<file path="src/rtl/pll_bringup_seq_pkg.sv">
// Shared definitions for the PLL bring-up sequencer: state encoding,
// debug/counter widths and a helper that sizes the shared timer.
package pll_bringup_seq_pkg;

    localparam int STATE_W = 3;
    localparam int RETRY_W = 4;
    localparam int LOSS_W  = 8;

    typedef enum logic [STATE_W-1:0] {
        ST_IDLE      = 3'd0,
        ST_RST_HOLD  = 3'd1,
        ST_WAIT_LOCK = 3'd2,
        ST_SETTLE    = 3'd3,
        ST_RUN       = 3'd4,
        ST_FAULT     = 3'd5
    } pll_state_t;

    // One timer serves every timed state, so it must hold the largest
    // terminal count; a single bit is kept even when every count is 1.
    function automatic int timer_width(input int a, input int b, input int c);
        int m;
        m = a;
        if (b > m) m = b;
        if (c > m) m = c;
        return (m > 1) ? $clog2(m) : 1;
    endfunction

endpackage

</file>
<file path="src/rtl/pll_bringup_seq_if.sv">
// Bundle between the sequencer and the user/PLL side. The master side is
// the sequencer: it reads the enable request and raw PLL lock, and drives
// the PLL controls plus the status seen by user logic.
interface pll_bringup_seq_if;
    import pll_bringup_seq_pkg::*;

    logic                enable;
    logic                pll_lock;
    logic                pll_en;
    logic                pll_resetn;
    logic                clkout_en;
    logic                ready;
    logic                fault;
    logic [RETRY_W-1:0]  retry_cnt;
    logic [LOSS_W-1:0]   loss_cnt;
    logic [STATE_W-1:0]  state;

    modport master (
        input  enable, pll_lock,
        output pll_en, pll_resetn, clkout_en, ready, fault,
               retry_cnt, loss_cnt, state
    );

    modport slave (
        output enable, pll_lock,
        input  pll_en, pll_resetn, clkout_en, ready, fault,
               retry_cnt, loss_cnt, state
    );

endinterface

</file>
<file path="src/rtl/pll_bringup_seq_lock_filter.sv">
// Brings the asynchronous PLL lock into the oscillator domain and debounces
// it: lock_f only follows the synchronized level after LOCK_FILTER
// consecutive samples of the new value, so short lock glitches are ignored.
module pll_lock_filter #(
    parameter int LOCK_FILTER = 4
) (
    input  logic clk,
    input  logic resetn,
    input  logic pll_lock,
    output logic lock_f
);

    localparam int CNT_W = (LOCK_FILTER > 1) ? $clog2(LOCK_FILTER) : 1;
    localparam logic [CNT_W-1:0] CNT_LAST = CNT_W'(LOCK_FILTER - 1);

    logic             sync_1;
    logic             sync_2;
    logic [CNT_W-1:0] agree_cnt;

    // Two-flop synchronizer followed by a run-length debounce on its output.
    always_ff @(posedge clk or negedge resetn) begin
        if (!resetn) begin
            sync_1    <= 1'b0;
            sync_2    <= 1'b0;
            agree_cnt <= '0;
            lock_f    <= 1'b0;
        end else begin
            sync_1 <= pll_lock;
            sync_2 <= sync_1;
            if (sync_2 != lock_f) begin
                if (agree_cnt == CNT_LAST) begin
                    lock_f    <= sync_2;
                    agree_cnt <= '0;
                end else begin
                    agree_cnt <= agree_cnt + CNT_W'(1);
                end
            end else begin
                agree_cnt <= '0;
            end
        end
    end

endmodule

</file>
<file path="src/rtl/pll_bringup_seq.sv">
// Power-up/relock sequencer for the PLL. Walks pll_en / pll_resetn /
// clkout_en through reset hold, lock wait and settle, retries on lock
// timeout, restarts on lock loss and reports ready/fault. Every output is
// registered and decoded from the next state so it changes with the state.
module pll_bringup_seq
    import pll_bringup_seq_pkg::*;
#(
    parameter int RESET_CYCLES  = 16,
    parameter int LOCK_TIMEOUT  = 4096,
    parameter int SETTLE_CYCLES = 256,
    parameter int LOCK_FILTER   = 4,
    parameter int MAX_RETRIES   = 3
) (
    input  logic              clk,
    input  logic              resetn,
    pll_bringup_seq_if.master bus
);

    localparam int TIMER_W = timer_width(RESET_CYCLES, LOCK_TIMEOUT, SETTLE_CYCLES);
    localparam logic [TIMER_W-1:0] RESET_LAST   = TIMER_W'(RESET_CYCLES - 1);
    localparam logic [TIMER_W-1:0] TIMEOUT_LAST = TIMER_W'(LOCK_TIMEOUT - 1);
    localparam logic [TIMER_W-1:0] SETTLE_LAST  = TIMER_W'(SETTLE_CYCLES - 1);
    localparam logic [RETRY_W-1:0] RETRY_LIMIT  = RETRY_W'(MAX_RETRIES);
    localparam logic [LOSS_W-1:0]  LOSS_MAX     = '1;

    pll_state_t          state_q;
    pll_state_t          next_state;
    logic [TIMER_W-1:0]  timer_q;
    logic [RETRY_W-1:0]  retry_cnt_q;
    logic [RETRY_W-1:0]  retry_next;
    logic [LOSS_W-1:0]   loss_cnt_q;
    logic                retry_hit;
    logic                loss_hit;
    logic                lock_f;
    logic                pll_en_q;
    logic                pll_resetn_q;
    logic                clkout_en_q;
    logic                ready_q;
    logic                fault_q;

    pll_lock_filter #(
        .LOCK_FILTER (LOCK_FILTER)
    ) u_lock_filter (
        .clk      (clk),
        .resetn   (resetn),
        .pll_lock (bus.pll_lock),
        .lock_f   (lock_f)
    );

    assign retry_next = retry_cnt_q + RETRY_W'(1);

    // Next-state selection; dropping enable beats every other transition.
    always_comb begin
        next_state = state_q;
        retry_hit  = 1'b0;
        loss_hit   = 1'b0;
        if (state_q != ST_IDLE && !bus.enable) begin
            next_state = ST_IDLE;
        end else begin
            case (state_q)
                ST_IDLE: begin
                    if (bus.enable) next_state = ST_RST_HOLD;
                end
                ST_RST_HOLD: begin
                    if (timer_q == RESET_LAST) next_state = ST_WAIT_LOCK;
                end
                ST_WAIT_LOCK: begin
                    if (lock_f) begin
                        next_state = ST_SETTLE;
                    end else if (timer_q == TIMEOUT_LAST) begin
                        retry_hit  = 1'b1;
                        next_state = (retry_next == RETRY_LIMIT) ? ST_FAULT : ST_RST_HOLD;
                    end
                end
                ST_SETTLE: begin
                    if (!lock_f) begin
                        next_state = ST_RST_HOLD;
                    end else if (timer_q == SETTLE_LAST) begin
                        next_state = ST_RUN;
                    end
                end
                ST_RUN: begin
                    if (!lock_f) begin
                        loss_hit   = 1'b1;
                        next_state = ST_RST_HOLD;
                    end
                end
                ST_FAULT: begin
                    next_state = ST_FAULT;
                end
                default: begin
                    next_state = ST_IDLE;
                end
            endcase
        end
    end

    // State, shared timer, counters and output decode, all on one clock edge.
    always_ff @(posedge clk or negedge resetn) begin
        if (!resetn) begin
            state_q      <= ST_IDLE;
            timer_q      <= '0;
            retry_cnt_q  <= '0;
            loss_cnt_q   <= '0;
            pll_en_q     <= 1'b0;
            pll_resetn_q <= 1'b0;
            clkout_en_q  <= 1'b0;
            ready_q      <= 1'b0;
            fault_q      <= 1'b0;
        end else begin
            state_q <= next_state;

            if (next_state != state_q) begin
                timer_q <= '0;
            end else if (state_q == ST_RST_HOLD || state_q == ST_WAIT_LOCK ||
                         state_q == ST_SETTLE) begin
                timer_q <= timer_q + TIMER_W'(1);
            end

            if (retry_hit) begin
                retry_cnt_q <= retry_next;
            end else if ((state_q == ST_IDLE && next_state == ST_RST_HOLD) ||
                         (state_q != ST_RUN && next_state == ST_RUN)) begin
                retry_cnt_q <= '0;
            end

            if (loss_hit && loss_cnt_q != LOSS_MAX) begin
                loss_cnt_q <= loss_cnt_q + LOSS_W'(1);
            end

            pll_en_q     <= (next_state == ST_RST_HOLD) || (next_state == ST_WAIT_LOCK) ||
                            (next_state == ST_SETTLE)   || (next_state == ST_RUN);
            pll_resetn_q <= (next_state == ST_WAIT_LOCK) || (next_state == ST_SETTLE) ||
                            (next_state == ST_RUN);
            clkout_en_q  <= (next_state == ST_RUN);
            ready_q      <= (next_state == ST_RUN);
            fault_q      <= (next_state == ST_FAULT);
        end
    end

    assign bus.pll_en     = pll_en_q;
    assign bus.pll_resetn = pll_resetn_q;
    assign bus.clkout_en  = clkout_en_q;
    assign bus.ready      = ready_q;
    assign bus.fault      = fault_q;
    assign bus.retry_cnt  = retry_cnt_q;
    assign bus.loss_cnt   = loss_cnt_q;
    assign bus.state      = state_q;

    // The output clock must never be enabled while the PLL is off or in reset.
    clkout_safe_a: assert property (
        @(posedge clk) disable iff (!resetn)
        clkout_en_q |-> (pll_en_q && pll_resetn_q)
    );

endmodule

</file>
<file path="src/flat_wrapper.sv">
// flat-port wrapper written by rule: the top's interface ports become plain ports
module pll_bringup_seq_flat import pll_bringup_seq_pkg::*;
#(
    parameter int RESET_CYCLES  = 16,
    parameter int LOCK_TIMEOUT  = 4096,
    parameter int SETTLE_CYCLES = 256,
    parameter int LOCK_FILTER   = 4,
    parameter int MAX_RETRIES   = 3
)
  (clk, resetn, bus_enable, bus_pll_lock, bus_pll_en, bus_pll_resetn, bus_clkout_en, bus_ready, bus_fault, bus_retry_cnt, bus_loss_cnt, bus_state);
  pll_bringup_seq_if bus_i ();
  input  logic clk;
  input  logic resetn;
  input wire logic [$bits(bus_i.enable)-1:0] bus_enable;
  input wire logic [$bits(bus_i.pll_lock)-1:0] bus_pll_lock;
  output wire logic [$bits(bus_i.pll_en)-1:0] bus_pll_en;
  output wire logic [$bits(bus_i.pll_resetn)-1:0] bus_pll_resetn;
  output wire logic [$bits(bus_i.clkout_en)-1:0] bus_clkout_en;
  output wire logic [$bits(bus_i.ready)-1:0] bus_ready;
  output wire logic [$bits(bus_i.fault)-1:0] bus_fault;
  output wire logic [$bits(bus_i.retry_cnt)-1:0] bus_retry_cnt;
  output wire logic [$bits(bus_i.loss_cnt)-1:0] bus_loss_cnt;
  output wire logic [$bits(bus_i.state)-1:0] bus_state;
  assign bus_i.enable = bus_enable;
  assign bus_i.pll_lock = bus_pll_lock;
  assign bus_pll_en = bus_i.pll_en;
  assign bus_pll_resetn = bus_i.pll_resetn;
  assign bus_clkout_en = bus_i.clkout_en;
  assign bus_ready = bus_i.ready;
  assign bus_fault = bus_i.fault;
  assign bus_retry_cnt = bus_i.retry_cnt;
  assign bus_loss_cnt = bus_i.loss_cnt;
  assign bus_state = bus_i.state;
  pll_bringup_seq #(.RESET_CYCLES(RESET_CYCLES), .LOCK_TIMEOUT(LOCK_TIMEOUT), .SETTLE_CYCLES(SETTLE_CYCLES), .LOCK_FILTER(LOCK_FILTER), .MAX_RETRIES(MAX_RETRIES)) u_core (.clk(clk), .resetn(resetn), .bus(bus_i));
endmodule
</file>
<file path="config.mk">
export PLATFORM = sky130hd
export DESIGN_NAME = pll_bringup_seq_flat
export DESIGN_NICKNAME = d
export VERILOG_FILES = /design/src/rtl/pll_bringup_seq_pkg.sv /design/src/rtl/pll_bringup_seq_if.sv /design/src/rtl/pll_bringup_seq_lock_filter.sv /design/src/rtl/pll_bringup_seq.sv /design/src/flat_wrapper.sv
export SDC_FILE = /design/constraint.sdc
export NUM_CORES = 1
export LEC_CHECK = 0
export CORE_ASPECT_RATIO = 0.9
export CORE_MARGIN = 3
export CORE_UTILIZATION = 35
export CTS_CLUSTER_SIZE = 16
export DETAILED_ROUTE_END_ITERATION = 8
export SYNTH_ARGS = -nofsm -noshare
export SYNTH_HDL_FRONTEND = slang
export SYNTH_SLANG_ARGS = --single-unit
</file>
<file path="constraint.sdc">
create_clock -name clk -period 3.24 [get_ports clk]
set_clock_uncertainty 0.2 [all_clocks]
set_input_delay 0.648 -clock clk [delete_from_list [all_inputs] [get_ports clk]]
set_output_delay 0.648 -clock clk [all_outputs]
set_load 0.005 [all_outputs]
</file>
==> out/qor.csv, run 1 <==
metric,value,unit
netlist_instances,189,
clock_path_buffers,2,
core.rowCount,25,
fin_setup_tns,0,ps
tightest_slew,791,ps
ant_nets,0,
fmax,339,MHz
status,finished clean,
startpoint_type,register,
first_iter_violations,84,
area_growth,20.5,%
cts.root.buffer_cell,clkbuf_8,
hp-class,register to register,
synth_ff_type,dfrtp_1,
cts_sinks,36,
maxCapViolations,0,
synth.most_common_cell,dfrtp_1,
grt_pass1_vias,1483,
port_buffers,23,
ctsHoldBuffers,0,
worstSetupEndpointType,register,
grt_start_max_net_pins,37,
path_class,register to register,
yosysSeqAreaShare,0.460,
gp_congestion,0.801,
synth_edf_count,0,
yosysWarnings,0,
syn-num-nets,198,
htree_num_levels,2,
hold_ws,152,ps
drv_slew,0,
nNetsFinal,228,
critPathMaxStageDelay,650,ps
yosys.area.top_type,dfrtp_1,
postSynthAreaPerCell,10.4,um^2
fin_crit_sh,0.909,
wl,3730,um
ir_worst_vdd,243,uV
drc,0,
crit_chain,"or4_4, or4_1, a21oi_1, nor3_1, o2111ai_2, nor2_1",
power.density,447,nW/um^2
hold_viol,0,
synth.distinct_cells,52,
synth_top_cells_by_count,"dfrtp_1 (36), nand2_1 (15), xnor2_1 (12)",
ctsResizeCount,0,
clkTransAtPathRegs,70,ps
setup_viol,0,
synth_seq_cells,36,
relSlewSlack,0.472,
cts_tree,built,
die_h,76.9,um
die_x,84.8,um
vias,1449,
first_pass_iters,4,
dieArea,6530,um^2
cp_slowest_cell,o2111ai_2,
drive_gt1_frac,0.173,
synth_top_area_frac,0.460,
cp.required,3180,ps
post_cts_buffers,0,
initial_core_util,0.368,
p_leak,0.00101,uW
grt_use_total,0.128,
grt_pass1_wl,6730,um
ios,24,
rsz0062_at_grt,no,
via_per_inst,5.05,
ys_async_sr_fraction,1.00,
coreArea,5320,um^2
grt_overflow,0,
synthTopCellsByArea,"dfrtp_1 (46%), xnor2_1 (5.4%), xor2_1 (3.6%)",
insertedDiodeCount,0,
clkLatencyLatePin,280,ps
cts_buffers,5,
cp.arrival,2880,ps
r2r_slack,290,ps
avgRoutedWirePerCell,13.0,um
synth_area,1960,um^2
hpwl,2720,um
path_max_fanout,12,
antenna_found_initial,0,
min_period,2950,ps
fill_cells,524,
==> cells in the final DEF, fill, tap and decap left out, types with 3 or more instances in the layout <==
| master | n |
|---|---|
| nor2_1 | 9 |
| ha_1 | 5 |
| dfrtp_1 | 36 |
| nand2_1 | 15 |
| nor3_1 | 7 |
| buf_4 | 7 |
| xnor2_1 | 12 |
| nor2_2 | 10 |
| a21oi_1 | 5 |
| clkbuf_8 | 5 |
| xor2_1 | 8 |
| nor4_1 | 6 |
| inv_1 | 8 |
| nand4_1 | 7 |
| nand3_1 | 8 |
| o21ai_0 | 3 |
| clkdlybuf4s50_1 | 22 |
==> worst max-delay path: cells and delay by family, from the launching register on <==
kind / cells / cell delay, ps
simple gates: 4 / 1230
compound gates: 2 / 940
flops: 1 / 440
==> flip-flops by register name, summed over array words and instances (netlist names) <==
signal	count
u_core.u_lock_filter.agree_cnt	2
u_core.bus.fault	1
u_core.bus.loss_cnt	8
u_core.u_lock_filter.sync_1	1
u_core.u_lock_filter.lock_f	1
u_core.bus.clkout_en	1
u_core.bus.pll_en	1
u_core.bus.pll_resetn	1
u_core.u_lock_filter.sync_2	1
u_core.timer_q	12
u_core.bus.retry_cnt	4
u_core.bus.state	3
==> metrics by stage <==
stage / util / area [um^2] / total power, uW / cells / setup WS, ps
3_3_place_gp: 0.423 / 2250 / 682 / 279 / 121
6_report: 0.444 / 2360 / 1050 / 287 / 294
3_5_place_dp: 0.423 / 2250 / 685 / 279 / -2.77
2_1_floorplan: - / 1960 / 640 / 189 / 755
4_1_cts: 0.444 / 2360 / 1070 / 287 / 245
5_1_grt: 0.444 / 2360 / 1130 / 287 / 90.3
==> path summary, 6_finish.rpt <==
path	startpoint	to	cells past startpoint
min in group asynchronous	resetn	u_core.timer_q[7]	1
min	u_core.u_lock_filter.sync_1	u_core.u_lock_filter.sync_2	0
max in group asynchronous	resetn	u_core.bus.loss_cnt[5]	1
max reg2reg	u_core.timer_q[8]	u_core.timer_q[11]	6
max	u_core.timer_q[8]	u_core.timer_q[11]	6
min reg2reg	u_core.u_lock_filter.sync_1	u_core.u_lock_filter.sync_2	0
==> cell families after synthesis <==
group           share of synthesized area
fa+ha+maj                          0.0320
mux                                0.0109
compound gates                      0.113
xor+xnor                           0.0895
simple gates                        0.244
flops                               0.460
buf+inv                            0.0499
==> metal layers <==
metal / GRT usage / share of wire / up-vias
met3: 0.0333 / 0.033 / 6
met5: 0 / 0 / -
li1: - / - / 737
met4: 0.0522 / 0.015 / 0
met2: 0.201 / 0.45 / 18
met1: 0.169 / 0.50 / 688
==> area by class of cell <==
class	instances	area, um^2	share of cell area
Sequential cell	36	901	0.382
Clock inverter	2	35.0	0.0149
Tap cell	67	83.8	0.0355
Clock buffer	6	72.6	0.0308
Inverter	8	30.0	0.0127
Multi-Input combinational cell	138	958	0.406
Timing Repair Buffer	30	278	0.118
==> power by group <==
| part | switching [uW] | internal [uW] | total (uW) |
|---|---|---|---|
| registers | 34.4 | 485 | 519 |
| logic | 87.3 | 66.7 | 154 |
| clock network | 154 | 228 | 382 |
| total | 275 | 779 | 1050 |
Note: power is estimated with default switching activity, not from simulation.
==> run 2: changes to the inputs <==
--- a/config.mk
+++ b/config.mk
@@ -13,3 +13,4 @@
 export SYNTH_ARGS = -nofsm -noshare
 export SYNTH_HDL_FRONTEND = slang
 export SYNTH_SLANG_ARGS = --single-unit
+export TNS_END_PERCENT = 50
==> results of run 2 <==
Final layout, timing and power as in run 1 (identical DEF).
